**config.mk**
```make
export PLATFORM = sky130hd
export DESIGN_NAME = spi_req_sched
export DESIGN_NICKNAME = d
export VERILOG_FILES = /design/src/rtl/spi_sched_pkg.sv /design/src/rtl/spi_rr_arb.sv /design/src/rtl/spi_req_sched.sv
export SDC_FILE = /design/constraint.sdc
export NUM_CORES = 1
export LEC_CHECK = 0
export ABC_AREA = 1
export BUFFER_PORTS_ARGS = -buffer_cell sky130_fd_sc_hd__buf_4
export CAP_MARGIN = 10
export CORE_MARGIN = 5
export CORE_UTILIZATION = 45
export CTS_BUF_LIST = sky130_fd_sc_hd__clkbuf_4
export DETAILED_ROUTE_END_ITERATION = 12
export PLACE_DENSITY_LB_ADDON = 0.1
export SLEW_MARGIN = 25
export SYNTH_ARGS = -nofsm -noshare
export SYNTH_HDL_FRONTEND = slang
export SYNTH_SLANG_ARGS = --single-unit
```
**constraint.sdc**
```tcl
create_clock -name clk -period 2.2 [get_ports clk]
set_clock_uncertainty 0.05 [all_clocks]
set_input_delay 0.44 -clock clk [delete_from_list [all_inputs] [get_ports clk]]
set_output_delay 0.44 -clock clk [all_outputs]
set_load 0.02 [all_outputs]
```
**src/rtl/spi_sched_pkg.sv**
```systemverilog
// Shared types for the SPI request scheduler: FSM states and the latched
// command that is presented to the SPI master's register-side inputs.
package spi_sched_pkg;

  localparam int MODE_W          = 2;
  localparam int SCHED_ADDR_BYTE = 1;
  localparam int SCHED_ADDR_W    = 8 * SCHED_ADDR_BYTE;

  typedef enum logic [1:0] {
    IDLE,
    START,
    BUSY,
    DONE
  } sched_state_t;

  // The address width tracks the scheduler's ADDR_BYTE, which must equal SCHED_ADDR_BYTE.
  typedef struct packed {
    logic [SCHED_ADDR_W-1:0] addr;
    logic [7:0]              data;
    logic [7:0]              num;
    logic [7:0]              slv;
    logic [MODE_W-1:0]       mode;
    logic                    wr;
  } spi_cmd_t;

endpackage

```
**src/rtl/spi_rr_arb.sv**
```systemverilog
// Combinational round-robin picker: returns the first set request at or
// after ptr, wrapping modulo REQ_NUM.
module spi_rr_arb #(
  parameter int REQ_NUM = 4,
  parameter int REQ_WTH = $clog2(REQ_NUM)
) (
  input  logic [REQ_NUM-1:0] req,
  input  logic [REQ_WTH-1:0] ptr,
  output logic [REQ_WTH-1:0] idx,
  output logic               any
);

  // Scan from the farthest slot back to ptr so the closest hit overwrites the rest.
  always_comb begin
    int slot;
    idx  = '0;
    any  = |req;
    slot = 0;
    for (int off = REQ_NUM - 1; off >= 0; off--) begin
      slot = int'(ptr) + off;
      if (slot >= REQ_NUM) slot = slot - REQ_NUM;
      if (req[REQ_WTH'(slot)]) idx = REQ_WTH'(slot);
    end
  end

endmodule

```
**src/rtl/spi_req_sched.sv**
```systemverilog
// Round-robin scheduler sharing one SPI master among REQ_NUM requesters:
// grant, trigger, wait for completion or timeout, then acknowledge.
module spi_req_sched
  import spi_sched_pkg::*;
#(
  parameter int REQ_NUM     = 4,
  parameter int ADDR_BYTE   = SCHED_ADDR_BYTE,
  parameter int TIMEOUT_CYC = 65535,
  parameter int REQ_WTH     = $clog2(REQ_NUM),
  parameter int TMO_WTH     = $clog2(TIMEOUT_CYC + 1)
) (
  input  logic                          clk,
  input  logic                          rst,
  input  logic [REQ_NUM-1:0]            req_vld,
  input  logic [REQ_NUM*8*ADDR_BYTE-1:0] req_addr,
  input  logic [REQ_NUM*8-1:0]          req_data,
  input  logic [REQ_NUM*8-1:0]          req_num,
  input  logic [REQ_NUM*8-1:0]          req_slv,
  input  logic [REQ_NUM*2-1:0]          req_mode,
  input  logic [REQ_NUM-1:0]            req_wr,
  output logic [REQ_NUM-1:0]            req_ack,
  output logic [7:0]                    rsp_data,
  output logic                          rsp_err,
  output logic [REQ_WTH-1:0]            gnt_idx,
  output logic                          busy,
  output logic                          spi_trg_start,
  output logic [8*ADDR_BYTE-1:0]        spi_address,
  output logic [7:0]                    spi_data,
  output logic [7:0]                    spi_data_num,
  output logic [7:0]                    spi_slv_sel,
  output logic [7:0]                    spi_mode,
  output logic                          spi_wr,
  input  logic                          spi_done,
  input  logic [7:0]                    spi_rdata
);

  sched_state_t       state;
  logic [REQ_WTH-1:0] ptr;
  logic [REQ_WTH-1:0] pick_idx;
  logic               pick_any;
  logic [TMO_WTH-1:0] tmo_cnt;
  spi_cmd_t           cmd_q;
  spi_cmd_t           cmd_arr [REQ_NUM];

  for (genvar i = 0; i < REQ_NUM; i++) begin : g_unpack
    assign cmd_arr[i] = {req_addr[i*8*ADDR_BYTE +: 8*ADDR_BYTE],
                         req_data[i*8 +: 8],
                         req_num[i*8 +: 8],
                         req_slv[i*8 +: 8],
                         req_mode[i*MODE_W +: MODE_W],
                         req_wr[i]};
  end

  spi_rr_arb #(
    .REQ_NUM (REQ_NUM),
    .REQ_WTH (REQ_WTH)
  ) u_arb (
    .req (req_vld),
    .ptr (ptr),
    .idx (pick_idx),
    .any (pick_any)
  );

  // Single FSM; trigger and ack default low so each is a one-cycle pulse.
  always_ff @(posedge clk) begin
    if (rst) begin
      state         <= IDLE;
      ptr           <= '0;
      tmo_cnt       <= '0;
      cmd_q         <= '0;
      gnt_idx       <= '0;
      busy          <= 1'b0;
      spi_trg_start <= 1'b0;
      req_ack       <= '0;
      rsp_data      <= '0;
      rsp_err       <= 1'b0;
    end else begin
      spi_trg_start <= 1'b0;
      req_ack       <= '0;
      case (state)
        IDLE: begin
          if (pick_any) begin
            cmd_q         <= cmd_arr[pick_idx];
            gnt_idx       <= pick_idx;
            busy          <= 1'b1;
            spi_trg_start <= 1'b1;
            state         <= START;
          end
        end
        START: begin
          tmo_cnt <= '0;
          state   <= BUSY;
        end
        BUSY: begin
          if (spi_done) begin
            rsp_data         <= spi_rdata;
            rsp_err          <= 1'b0;
            req_ack[gnt_idx] <= 1'b1;
            state            <= DONE;
          end else if (tmo_cnt == TMO_WTH'(TIMEOUT_CYC - 1)) begin
            rsp_data         <= '0;
            rsp_err          <= 1'b1;
            req_ack[gnt_idx] <= 1'b1;
            state            <= DONE;
          end else begin
            tmo_cnt <= tmo_cnt + 1'b1;
          end
        end
        DONE: begin
          busy  <= 1'b0;
          ptr   <= (gnt_idx == REQ_WTH'(REQ_NUM - 1)) ? '0 : gnt_idx + 1'b1;
          state <= IDLE;
        end
        default: state <= IDLE;
      endcase
    end
  end

  assign spi_address  = cmd_q.addr;
  assign spi_data     = cmd_q.data;
  assign spi_data_num = cmd_q.num;
  assign spi_slv_sel  = cmd_q.slv;
  assign spi_mode     = {{(8 - MODE_W){1'b0}}, cmd_q.mode};
  assign spi_wr       = cmd_q.wr;

endmodule

```
# Yosys cells after proc, flatten, opt, wreduce, memory -nomap -nowiden
# Index checks and enable logic that the tools add are counted.
dict set report totals {
  ff_bits 72
  latch_bits 0
  mem_bits_rw 0
  mem_bits_ro 0
  inputBits 155
  output_inout_bits 58
  wordCells 102
  memories 0
}
dict set report classes {
  n_addsub 9
  mul 0
  div 0
  magnitude_cmp 11
  n_eq_ne 9
  shift 0
  mux 42
  n_bitwise 3
  n_reduce_logical 13
}
# operator count
set op_table {}
lappend op_table {{binary-select mux 35 bit (select 2 bit)} 1}
lappend op_table {{2-to-1 mux 35 bit} 2}
lappend op_table {{2-to-1 mux 16 bit} 2}
lappend op_table {{one-hot mux 16 bit (2 select lines)} 1}
lappend op_table {{2-to-1 mux 2 bit} 12}
lappend op_table {{adder 16 x 1 -> 16 bit, second input constant} 1}
lappend op_table {{equality test 16 bit, second input constant} 1}
lappend op_table {{less-than comparator 2 x 4 -> 1 bit, second input constant} 4}
lappend op_table {{2-to-1 mux 8 bit} 2}
lappend op_table {{2-to-1 mux 1 bit} 13}
lappend op_table {{greater-or-equal comparator 3 bit, second input constant} 4}
lappend op_table {{binary-select mux 1 bit (select 2 bit)} 4}
lappend op_table {{2-to-1 mux 4 bit} 2}
lappend op_table {{one-hot mux 2 bit (4 select lines)} 1}
lappend op_table {{AND reduction 2 bit} 4}
lappend op_table {{subtractor 2 x 1 -> 2 bit, second input constant} 4}
lappend op_table {{adder 2 x 2 -> 3 bit, second input constant} 2}
lappend op_table {{equality test 2 bit, second input constant} 3}
lappend op_table {{inequality test 2 bit, second input constant} 3}
lappend op_table {{nonzero test 2 bit} 3}
lappend op_table {{OR reduction 2 bit} 2}
lappend op_table {{OR reduction 4 bit} 1}
lappend op_table {{adder 2 x 1 -> 3 bit, second input constant} 1}
lappend op_table {{greater-or-equal comparator 2 x 3 -> 1 bit, second input constant} 1}
lappend op_table {{other kinds (12)} 13}

# Depth between registers and ports, before layout
# Gate-level depths: netlist (run 1).
dict set report depth {
  word_depth 14
  mapped_depth 15
  mapped_depth_nobuf 14
}

# Cells and area by module
# From an unflattened synthesis (run 1), not the netlist that was laid out.
dict set report unflattened {
  hier_cells 700
  hier_area_um2 4350.4
}
# module instances cells_each area_per_inst_um2 seq_area_each_um2
set by_module_without_submodules {}
lappend by_module_without_submodules {spi_req_sched 1 654 4161.5 1441.4}
lappend by_module_without_submodules {spi_rr_arb 1 46 188.9 0.0}

# Worst setup path after synthesis (run 1)
# OpenSTA, ideal clock, no wires.
dict set report synth_path {
  path_kind {reg-to-reg}
  start {register state[0]}
  end {register tmo_cnt[13]}
  setup_ns 0.113
  arrival_ns 1.592
  t_required_ns 2.037
  setup_slack_ns 0.445
  path_stages_with_launch 12
  path_buffers 1
  synth_period_minus_slack_ns 1.755
  path_cell_list {dfxtp_1 inv_1 ha_1 clkbuf_1 nor2_1 inv_1 nand2_2 clkinv_2 nor2_1 nand2_1 nand2_1 nor2_1}
}
dict set report synth_via {
  elab_chain_len 3
  word_cells_on_any_way 7
  cone_classes {eq/ne: 4; mux: 1; reduce/logical: 2}
}
# item line
set synth_lines {}
lappend synth_lines {{start: declaration} spi_req_sched.sv:37} ;# sched_state_t state;
lappend synth_lines {{start signal: assignment} spi_req_sched.sv:67} ;# state <= IDLE;
lappend synth_lines {{start signal: assignment} spi_req_sched.sv:87} ;# state <= START;
lappend synth_lines {{start signal: assignment} spi_req_sched.sv:92} ;# state <= BUSY;
lappend synth_lines {{equality test 2 bit / equality test 2 x 1 -> 1 bit (equally long branches)} spi_req_sched.sv:80} ;# case (state)
lappend synth_lines {{inequality test 2 bit (no line) / nonzero test 2 bit (equally long branches)} n/a}
lappend synth_lines {{AND reduction 3 bit (no line)} n/a}
lappend synth_lines {{end signal: assignment} spi_req_sched.sv:106} ;# tmo_cnt <= tmo_cnt + 1'b1;
lappend synth_lines {{end: declaration} spi_req_sched.sv:41} ;# logic [TMO_WTH-1:0] tmo_cnt;
# Several ways; a longest one is shown, not always the timed one.
# A chain may end at the register's enable or synchronous reset.

# Worst setup path in the final report (run 1)
dict set report layout_path {
  start {register ptr[0]}
  end {register cmd_q, in the netlist spi_slv_sel[0]}
}
dict set report layout_via {
  elab_chain_len 14
  word_cells_on_any_way 35
  cone_classes {add/sub: 7; order compare: 4; mux: 23; bitwise: 1}
}
# item line
set layout_lines {}
lappend layout_lines {{start: declaration} spi_req_sched.sv:38} ;# logic [REQ_WTH-1:0] ptr;
lappend layout_lines {{start signal: assignment} spi_req_sched.sv:111} ;# ptr <= (gnt_idx == REQ_WTH'(REQ_NUM - 1)) ? '0 : gnt_idx + 1'b1;
lappend layout_lines {{adder 2 x 2 -> 3 bit} spi_rr_arb.sv:20} ;# slot = int'(ptr) + off;
lappend layout_lines {{greater-or-equal comparator 3 bit / subtractor 2 x 1 -> 2 bit (equally long branches)} spi_rr_arb.sv:21} ;# if (slot >= REQ_NUM) slot = slot - REQ_NUM;
lappend layout_lines {{2-to-1 mux 2 bit} spi_rr_arb.sv:21}
lappend layout_lines {{binary-select mux 1 bit (select 2 bit)} spi_rr_arb.sv:22} ;# if (req[REQ_WTH'(slot)]) idx = REQ_WTH'(slot);
lappend layout_lines {{2-to-1 mux 1 bit (implied by the code) (2 in a row)} spi_rr_arb.sv:22}
lappend layout_lines {{2-to-1 mux 2 bit (3 in a row)} spi_rr_arb.sv:22}
lappend layout_lines {{2-to-1 mux 2 bit (*)} spi_rr_arb.sv:22}
lappend layout_lines {{inverter 2 -> 3 bit (implied by the code) (*)} spi_req_sched.sv:83} ;# cmd_q <= cmd_arr[pick_idx];
lappend layout_lines {{binary-select mux 35 bit (select 2 bit) (*)} spi_req_sched.sv:83}
lappend layout_lines {{2-to-1 mux 35 bit (implied by the code) (*) (2 in a row)} spi_req_sched.sv:83}
lappend layout_lines {{end signal: assignment} spi_req_sched.sv:83}
lappend layout_lines {{end: declaration} spi_req_sched.sv:42} ;# spi_cmd_t cmd_q;
# Mark *: on every way between the ends. The rest lies on a longest branch, timed or not. The select of a mux whose other input is x is not followed.

==> flow_metrics.py, run 1 <==
metrics = {
    "status": {
        "status": "finished, final reports clean",
    },
    "worst_setup_path": {
        "start_kind": "flip-flop",
        "worstPathCellList": "nand2_1, o21ai_1, nand2_1, nand3_2, nand2_2, nand2_4, buf_12, nand3_1, nand3_1, nand3_1, nand2_1, inv_1",
        "cp_data_required_time_ns": 2.49,
        "cp_slowest_cell": "dfxtp_2",
        "cp_max_fo": 69,
        "r2r_slack_ns": 0.25,
        "arrival_ns": 2.24,
        "reg2reg_to": "spi_slv_sel[0]",
        "r2r_start": "ptr[0]",
        "critPathCaptureType": "flip-flop",
        "cp_top_family": "simple AND/OR/NAND/NOR gates",
        "worst_r2r_path_depth": 12,
        "critPathMaxStageDelay_ns": 0.49,
        "critical_path_class": "flip-flop to flip-flop",
        "crit_buf_inv": 2,
    },
    "yosys": {
        "yosys.area.top_type_share": 0.279,
        "postSynthCellCount": 884,
        "syn_area_per_cell_um2": 5.85,
        "yosysTopAreaCell": "dfxtp_1",
        "yosysUniqueCellTypes": 38,
        "ys_top_cells_by_area": "dfxtp_1 (28%), nand3_1 (17%), inv_1 (14%)",
        "synth_warnings": 0,
        "dominantRegCellSynth": "dfxtp_1",
        "ys_seq_elements": 72,
        "seq_area_frac_synth": 0.279,
        "yosysMostFrequentCell": "inv_1",
        "async_reset_ff_frac": 0,
        "synth_common_cells": "inv_1 (198), nand2_1 (184), nand3_1 (173)",
        "synth_edf_count": 0,
        "synth_area_um2": 5170,
    },
    "pwr": {
        "p_leak_nw": 4.06,
        "worst_ir_drop_vdd_uv": 468,
        "power_w": 0.00719,
        "power_density_nw_per_um2": 1030,
    },
    "run": {
        "drv_cap": 0,
    },
    "clock_network": {
        "ctsResizeCount": 0,
        "clk-insertion-delay-late_ns": 0.44,
        "post-cts-setup-buffers": 0,
        "clk_pin_slew_worst_paths_ns": 0.14,
        "cts-htree-levels": 3,
        "holdBufCountCts": 0,
        "root_buffer": "clkbuf_4",
        "ctsLongestPathBuffers": 2,
        "clock-sinks": 72,
        "cts-buffers-inserted": 9,
        "cts_tree": "yes",
    },
    "sta": {
        "min_period_ns": 1.95,
        "rsz0062_at_grt": "false",
        "fin_hold_ws_ns": 0.192,
        "max_clock_freq_mhz": 512,
        "setup_tns_ns": 0,
        "fin_crit_sh": 0.887,
        "fin_ws_ns": 0.248,
        "setup-violations-final": 0,
        "finalMaxSlewViolations": 0,
        "finalHoldViolations": 0,
    },
    "min_path": {
        "whs_path_depth": 3,
        "min_from": "spi_rdata[3]",
        "holdCritPathClass": "input port to flip-flop",
        "min_to": "rsp_data[3]",
    },
    "grt": {
        "grt.total_usage": 0.224,
        "grt_max_degree": 70,
        "grt_overflow": 0,
        "antenna_found_initial": 0,
        "grt_pass1_wl_um": 24800,
        "grt_pass1_vias": 5346,
    },
    "placed_design": {
        "port_buffers": 206,
        "gp_congestion": 0.880,
        "place_worst_setup_slack_ns": 0.136,
        "placed_cells": 1203,
        "dp_hpwl_um": 11500,
    },
    "route": {
        "wire_per_inst_um": 12.8,
        "drtIter0Drc": 386,
        "ant_nets": 0,
        "drcViolationCount": 0,
        "viasPerCell": 4.80,
        "routed_wl_um": 15500,
        "firstDrtPassIters": 5,
        "via_count": 5849,
    },
    "floorplan": {
        "fp.dieArea_um2": 13700,
        "pin_count": 213,
        "initial_core_util": 0.457,
        "core.rowCount": 39,
        "core_area_um2": 11300,
        "die_w_um": 117,
        "die_y_um": 117,
    },
    "finish": {
        "fillers": 1213,
        "area_growth_pct": 34.5,
        "layout.area.seq_um2": 1440,
        "multi_input_area_um2": 2670,
        "layout.cells.non_filler": 1219,
        "insertedDiodeCount": 0,
        "nNetsFinal": 1237,
        "post_route_cells_drive_above_1_share": 0.250,
    },
}
## routing by layer
metal | wire length [µm] | global-route usage
met1 | 6160 | 0.270
met2 | 7800 | 0.390
met3 | 1280 | 0.0566
met4 | 302 | 0.0734
met5 | 0 | 0
## cell families (layout without fill, tap and decap cells)
logic type | count (synthesis) | count (layout) | share of synthesized area
xor+xnor | 3 | 3 | 0.00508
compound gates | 44 | 44 | 0.0450
flops | 72 | 72 | 0.279
fa+ha+maj | 11 | 11 | 0.0266
other cells | 1 | 6 | 0.000725
simple gates | 496 | 496 | 0.435
buf+inv | 257 | 444 | 0.209
## area by class of cell
type / instances / share of cell area
timing repair buffer: 221 / 0.249
inverter: 207 / 0.113
clock buffer: 9 / 0.00972
multi-input combinational: 560 / 0.383
sequential: 72 / 0.207
clock inverter: 7 / 0.0117
tap: 143 / 0.0257
## registers in the layout, indices dropped and copies added (netlist names)
register,flops
spi_trg_start,1
state,2
spi_slv_sel,8
rsp_data,8
spi_data,8
busy,1
ptr,2
gnt_idx,2
spi_data_num,8
tmo_cnt,16
spi_wr,1
req_ack,4
spi_mode,2
rsp_err,1
spi_address,8
## worst min-delay path: stages
cell     delay, ns
buf_4         0.10
nand2_1       0.05
a21oi_1       0.05
## power by group
group | total (W) | switching [W] | internal, W
registers | 0.00198 | 0.000263 | 0.00172
logic | 0.00431 | 0.00259 | 0.00172
clock network | 0.000900 | 0.000543 | 0.000357
## through the flow
stage               area (µm²)  utilization
detailed placement        6800        0.601
global route              6950        0.614
CTS                       6950        0.614
finish                    6950        0.614
floorplan                 5190            -
global placement          6800        0.601
## placed cells by master (no fill, tap or decap), types with 4 or more instances in the layout
cell type and instances:
nand4_1 11, clkinv_4 4, nand3_2 10, buf_12 6
nand2_1 184, conb_1 6, dfxtp_1 71, ha_1 11
nand3_1 173, nor2_1 99, inv_2 5, o21ai_0 12
inv_1 198, clkbuf_4 9, buf_4 215, a21oi_1 26
nor3_1 4
## worst max path at each step
stage                     startpoint        endpoint  slack, ns  depth (start not counted)
final                         ptr[0]  spi_slv_sel[0]       0.25                         12
after CTS                     ptr[0]  spi_slv_sel[0]       0.12                         12
after global placement    req_vld[3]     spi_data[0]       0.18                         14
after floorplan             state[0]     tmo_cnt[13]       0.45                         11
after global routing          ptr[0]  spi_slv_sel[0]       0.05                          9
after detailed placement  req_vld[3]  spi_slv_sel[0]       0.14                         14
Note: power is estimated with default switching activity, not from simulation.
==> inputs of run 2 (changes only) <==
--- a/config.mk
+++ b/config.mk
@@ -9,7 +9,7 @@
 export BUFFER_PORTS_ARGS = -buffer_cell sky130_fd_sc_hd__buf_4
 export CAP_MARGIN = 10
 export CORE_MARGIN = 5
-export CORE_UTILIZATION = 45
+export CORE_UTILIZATION = 54
 export CTS_BUF_LIST = sky130_fd_sc_hd__clkbuf_4
 export DETAILED_ROUTE_END_ITERATION = 12
 export PLACE_DENSITY_LB_ADDON = 0.1
@@ -17,3 +17,4 @@
 export SYNTH_ARGS = -nofsm -noshare
 export SYNTH_HDL_FRONTEND = slang
 export SYNTH_SLANG_ARGS = --single-unit
+export TNS_END_PERCENT = 50
==> constraint.sdc (replaced) <==
create_clock -name clk -period 2.4 [get_ports clk]
set_clock_uncertainty 0.05 [all_clocks]
set_input_delay 0.48 -clock clk [delete_from_list [all_inputs] [get_ports clk]]
set_output_delay 0.48 -clock clk [all_outputs]
set_load 0.02 [all_outputs]
==> run 2 against run 1 <==
Net effect:
- clock power decreased by 5.6%
- count of clock-buffer cells in the layout unchanged
- sequential share of layout area increased by 0.15 points
- first-iteration DRC count decreased by 29%
- non-clock buffer count decreased by 3
- total power decreased by 8.7%
- register-to-register slack improved by 0.05 ns
- via count decreased by 0.56%
- critical path depth unchanged
- global-route usage increased by 2.2 points
- critical endpoint is now spi_wr
==> flow_metrics.py, run 2 (same netlist as run 1, synthesis figures left out) <==
metrics = {
    "status": {
        "status": "finished, final reports clean",
    },
    "worst_setup_path": {
        "cp_data_required_time_ns": 2.71,
        "worst_r2r_path_depth": 12,
        "start_kind": "flip-flop",
        "arrival_ns": 2.41,
        "r2r_start": "ptr[1]",
        "reg2reg_to": "spi_wr",
        "r2r_slack_ns": 0.30,
        "critical_path_class": "flip-flop to flip-flop",
        "critPathCaptureType": "flip-flop",
        "cp_max_fo": 34,
    },
    "placed_design": {
        "dp_hpwl_um": 11300,
        "placed_cells": 1186,
        "port_buffers": 206,
        "gp_congestion": 0.871,
        "post_dp_cell_area_um2": 6740,
        "place_worst_setup_slack_ns": 0.0210,
    },
    "route": {
        "firstDrtPassIters": 4,
        "routed_wl_um": 14900,
        "drtIter0Drc": 274,
        "ant_nets": 0,
        "via_count": 5816,
        "wire_per_inst_um": 12.4,
        "drcViolationCount": 0,
        "viasPerCell": 4.84,
    },
    "sta": {
        "fin_crit_sh": 0.875,
        "rsz0062_at_grt": "false",
        "finalHoldViolations": 0,
        "max_clock_freq_mhz": 476,
        "finalMaxSlewViolations": 0,
        "maxSlewHeadroom": 0.662,
        "tightest_slew_ns": 0.507,
        "setup_tns_ns": 0,
        "setup-violations-final": 0,
        "fin_ws_ns": 0.300,
        "min_period_ns": 2.10,
        "fin_hold_ws_ns": 0.266,
    },
    "clock_network": {
        "clock-sinks": 72,
        "clk-insertion-delay-late_ns": 0.41,
        "cts_tree": "yes",
        "ctsLongestPathBuffers": 2,
        "cts-htree-levels": 3,
        "clk_pin_slew_worst_paths_ns": 0.13,
        "root_buffer": "clkbuf_4",
        "cts-buffers-inserted": 9,
    },
    "finish": {
        "regMostFlops": "tmo_cnt",
        "largest_reg_flops": 16,
        "area_growth_pct": 33.5,
        "layout.cells.non_filler": 1202,
        "nNetsFinal": 1235,
        "design_area_um2": 6900,
        "insertedDiodeCount": 0,
        "post_route_cells_drive_above_1_share": 0.248,
        "fillers": 844,
        "layout_common_cells": "buf_4 (214), inv_1 (198), nand2_1 (184), nand3_1 (173), nor2_1 (99)",
        "final_common_cell": "buf_4",
    },
    "pwr": {
        "worst_ir_drop_vdd_uv": 452,
        "power_density_nw_per_um2": 951,
        "p_leak_nw": 4.04,
    },
    "grt": {
        "grt.total_usage": 0.246,
        "grt_max_degree": 70,
        "grt_pass1_wl_um": 23400,
        "antenna_found_initial": 0,
        "grt_pass1_vias": 5213,
        "grt_overflow": 0,
    },
    "floorplan": {
        "core_area_um2": 9280,
        "core.rowCount": 35,
        "die_w_um": 108,
        "fp.dieArea_um2": 11600,
        "die_y_um": 108,
        "initial_core_util": 0.557,
        "pin_count": 213,
    },
    "min_path": {
        "min_to": "rsp_data[2]",
        "whs_path_depth": 3,
        "holdCritPathClass": "input port to flip-flop",
        "min_from": "spi_rdata[2]",
    },
    "run": {
        "drv_cap": 0,
    },
}
## run 2: changes by cell type in the layout (fill, tap and decap cells not counted), sizes merged
| cell | previous run | this run |
|---|---|---|
| bufinv | 1 | 2 |
| nor2 | 101 | 102 |
| inv | 206 | 205 |
| clkinv | 6 | 5 |
| buf | 221 | 218 |
## run 2: power by group
part | total, W | internal [W] | switching [W]
clock network | 0.000850 | 0.000413 | 0.000436
logic | 0.00392 | 0.00153 | 0.00239
registers | 0.00179 | 0.00157 | 0.000220
total | 0.00656 | 0.00352 | 0.00304
## run 2: through the flow
| step | total power [W] | utilization |
|---|---|---|
| 3_3_place_gp | 0.00567 | 0.726 |
| 2_1_floorplan | 0.00442 | - |
| 4_1_cts | 0.00656 | 0.742 |
| 3_5_place_dp | 0.00571 | 0.726 |
| 6_report | 0.00656 | 0.744 |
| 5_1_grt | 0.00713 | 0.744 |
## run 2: worst max-delay path by stage
stage	start	to	slack, ns
finish	ptr[1]	spi_wr	0.30
global route	ptr[1]	spi_wr	0.07
CTS	ptr[0]	spi_wr	0.13
detailed placement	req_vld[1]	spi_address[5]	0.02
global placement	req_vld[1]	spi_address[5]	0.10
floorplan	req_vld[3]	spi_address[2]	0.61
## run 2: routing by layer
metal	global-route usage	wire [µm]
met4	0.106	556
met1	0.290	5880
met2	0.412	7130
met5	0	0
met3	0.0738	1330
## run 2: repair_timing
item                       in CTS  in global routing
setup endpoints to repair       0                 36
gates resized for setup         0                  2
buffers inserted                0                  0
hold buffers                    0                  0
hold endpoints to repair        0                  0
## run 2: cell type report
cell class                 count  area, µm²  area share
inverter                     207        783       0.113
multi-input combinational    561       2680       0.388
sequential                    72       1440       0.209
timing repair buffer         218       1690       0.244
clock buffer                   9       67.6     0.00979
tap                          129        161      0.0234
clock inverter                 6       85.1      0.0123
## run 2: critical path: stages, from the launching register on
cell and delay [ns]:
dfxtp_1 0.45, inv_2 0.09, nand2_1 0.06, nand2_1 0.07, nand2_1 0.10, nand3_1 0.09, nor2_2 0.27, nor2_4 0.15
inv_4 0.32, nand3_1 0.13, nand3_1 0.11, nand2_1 0.05, inv_1 0.05
==> inputs of run 3 (changes only) <==
--- a/config.mk
+++ b/config.mk
@@ -5,11 +5,10 @@
 export SDC_FILE = /design/constraint.sdc
 export NUM_CORES = 1
 export LEC_CHECK = 0
-export ABC_AREA = 1
 export BUFFER_PORTS_ARGS = -buffer_cell sky130_fd_sc_hd__buf_4
 export CAP_MARGIN = 10
 export CORE_MARGIN = 5
-export CORE_UTILIZATION = 54
+export CORE_UTILIZATION = 50
 export CTS_BUF_LIST = sky130_fd_sc_hd__clkbuf_4
 export DETAILED_ROUTE_END_ITERATION = 12
 export PLACE_DENSITY_LB_ADDON = 0.1
==> run 3 against run 2 <==
Net effect:
- clock power down 11%
- combinational power down 52%
- highest routed layer unchanged
- largest power group unchanged
- worst setup slack better by 0.027 ns
==> flow_metrics.py, run 3 <==
metrics = {
    "yosys": {
        "synth_edf_count": 0,
        "syn_area_per_cell_um2": 9.34,
        "seq_area_frac_synth": 0.377,
        "yosys.area.top_type_share": 0.377,
        "ys_seq_elements": 72,
        "async_reset_ff_frac": 0,
        "synthMuxAreaShare": 0.205,
        "yosysTopAreaCell": "dfxtp_1",
        "yosysMostFrequentCell": "mux2i_1",
        "synth_warnings": 0,
        "synth_compound_area_frac": 0.159,
        "ys_top_cells_by_area": "dfxtp_1 (38%), mux2i_1 (20%), o221ai_1 (8.0%)",
        "synth-xor-area-share": 0.0161,
        "synth-simple-area-share": 0.153,
        "synth_common_cells": "mux2i_1 (77), dfxtp_1 (72), nand2_1 (54)",
        "synth_area_um2": 3820,
        "yosysUniqueCellTypes": 46,
        "dominantRegCellSynth": "dfxtp_1",
        "postSynthCellCount": 409,
        "synth_top_family_by_area": "multiplexers",
        "synthAdderAreaFrac": 0.0360,
    },
    "clock_network": {
        "ctsResizeCount": 0,
        "cts-buffers-inserted": 9,
        "clk_pin_slew_worst_paths_ns": 0.12,
        "clock-sinks": 72,
        "ctsLongestPathBuffers": 2,
        "cts_tree": "yes",
        "root_buffer": "clkbuf_4",
        "post-cts-setup-buffers": 0,
        "cts-htree-levels": 3,
        "clk-insertion-delay-late_ns": 0.42,
        "holdBufCountCts": 0,
    },
    "worst_setup_path": {
        "worst_r2r_path_depth": 7,
        "cp_data_required_time_ns": 2.71,
        "reg2reg_to": "tmo_cnt[8]",
        "r2r_slack_ns": 0.33,
        "start_kind": "flip-flop",
        "cp_max_fo": 7,
        "r2r_start": "state[0]",
        "arrival_ns": 2.38,
        "critical_path_class": "flip-flop to flip-flop",
        "critPathCaptureType": "flip-flop",
    },
    "sta": {
        "finalHoldViolations": 0,
        "fin_crit_sh": 0.864,
        "maxSlewHeadroom": 0.597,
        "rsz0062_at_grt": "false",
        "setup-violations-final": 0,
        "min_period_ns": 2.07,
        "fin_hold_ws_ns": 0.242,
        "finalMaxSlewViolations": 0,
        "setup_tns_ns": 0,
        "max_clock_freq_mhz": 482,
        "tightest_slew_ns": 0.604,
    },
    "finish": {
        "multi_input_area_um2": 2210,
        "insertedDiodeCount": 0,
        "fillers": 533,
        "nNetsFinal": 779,
        "layout_common_cells": "buf_4 (215), mux2i_1 (77), dfxtp_1 (72), nand2_1 (54), o221ai_1 (35)",
        "layout.cells.non_filler": 717,
        "area_growth_pct": 47.5,
        "fin_util": 0.769,
        "post_route_cells_drive_above_1_share": 0.398,
        "regMostFlops": "tmo_cnt",
        "layout.area.seq_um2": 1440,
        "final_common_cell": "buf_4",
        "largest_reg_flops": 16,
    },
    "placed_design": {
        "port_buffers": 206,
        "gp_congestion": 0.884,
        "placed_cells": 701,
        "dp_hpwl_um": 9720,
    },
    "route": {
        "drcViolationCount": 0,
        "wire_per_inst_um": 17.2,
        "via_count": 3961,
        "viasPerCell": 5.52,
        "firstDrtPassIters": 5,
        "drtIter0Drc": 165,
        "routed_wl_um": 12300,
        "ant_nets": 0,
    },
    "grt": {
        "grt_pass1_wl_um": 19400,
        "grt.total_usage": 0.249,
        "grt_pass1_vias": 4044,
        "antenna_found_initial": 0,
        "grtUsageMet3": 0.0782,
        "met1_usage": 0.279,
        "grt_max_degree": 36,
        "busiest_layer": "met2",
        "use_met2": 0.432,
        "grt_overflow": 0,
    },
    "floorplan": {
        "fp.dieArea_um2": 9480,
        "initial_core_util": 0.521,
        "pin_count": 213,
        "core_area_um2": 7330,
        "core.rowCount": 31,
        "die_y_um": 97.4,
        "die_w_um": 97.4,
    },
    "min_path": {
        "min_to": "rsp_data[0]",
        "min_from": "spi_rdata[0]",
        "holdCritPathClass": "input port to flip-flop",
        "whs_path_depth": 3,
    },
    "pwr": {
        "p_leak_nw": 2.47,
        "worst_ir_drop_vdd_uv": 428,
        "power_density_nw_per_um2": 757,
        "power_w": 0.00426,
    },
    "run": {
        "drv_cap": 0,
    },
    "status": {
        "status": "finished, final reports clean",
    },
}
run 3: cell types whose count changed after synthesis, sizes merged, moves of 9 or more:
cell and delta:
inv -195, mux2i +77, o221ai +35, clkbuf -9, buf -10, nand3 -175
nand2 -135, nor2 -82
run 3: cell type report:
cell class / count / area share
repair buffers: 219 / 0.301
multi-input cells: 302 / 0.392
clock inverters: 6 / 0.0107
clock buffers: 10 / 0.0133
well taps: 99 / 0.0220
inverters: 9 / 0.00600
flip-flops and latches: 72 / 0.256
run 3: worst max path at each step:
stage | start | to | cells after the start
finish | state[0] | tmo_cnt[8] | 7
global route | state[0] | tmo_cnt[8] | 7
CTS | state[0] | tmo_cnt[8] | 7
detailed placement | req_vld[0] | spi_data_num[7] | 7
global placement | req_vld[0] | spi_address[7] | 7
floorplan | req_vld[1] | spi_data[0] | 7
run 3: cell families (layout without fill, tap and decap cells):
logic type	after synthesis	after routing
and+or+nand+nor	116	116
AOI/OAI and AO/OA	84	84
muxes	78	78
DFF	72	72
buffers and inverters	40	244
adders and majority gates	11	11
xor gates and xnor gates	7	7
other	1	6
run 3: routing by layer:
layer / vias to the layer above / wire [µm]
li1: 1909 / -
met1: 1836 / 4800
met2: 181 / 6090
met3: 35 / 1010
met4: 0 / 403
met5: - / 0
run 3: per-stage QoR:
step,setup WS [ns],area (µm²)
2_1_floorplan,0.518,3840
3_3_place_gp,0.348,5500
3_5_place_dp,0.246,5500
4_1_cts,0.350,5630
5_1_grt,0.208,5630
6_report,0.327,5630
run 3: power by group:
part / internal, W / switching [W]
combinational: 0.000855 / 0.00102
sequential: 0.00146 / 0.000170
clock: 0.000324 / 0.000433
run 3: worst max-delay path: stages, from the launching register on:
cell and delay (ns):
dfxtp_1 0.36, inv_1 0.13, ha_1 0.29, and2b_2 0.27, nand2_1 0.16, nor3_1 0.31, mux2_2 0.37, nor2_1 0.08
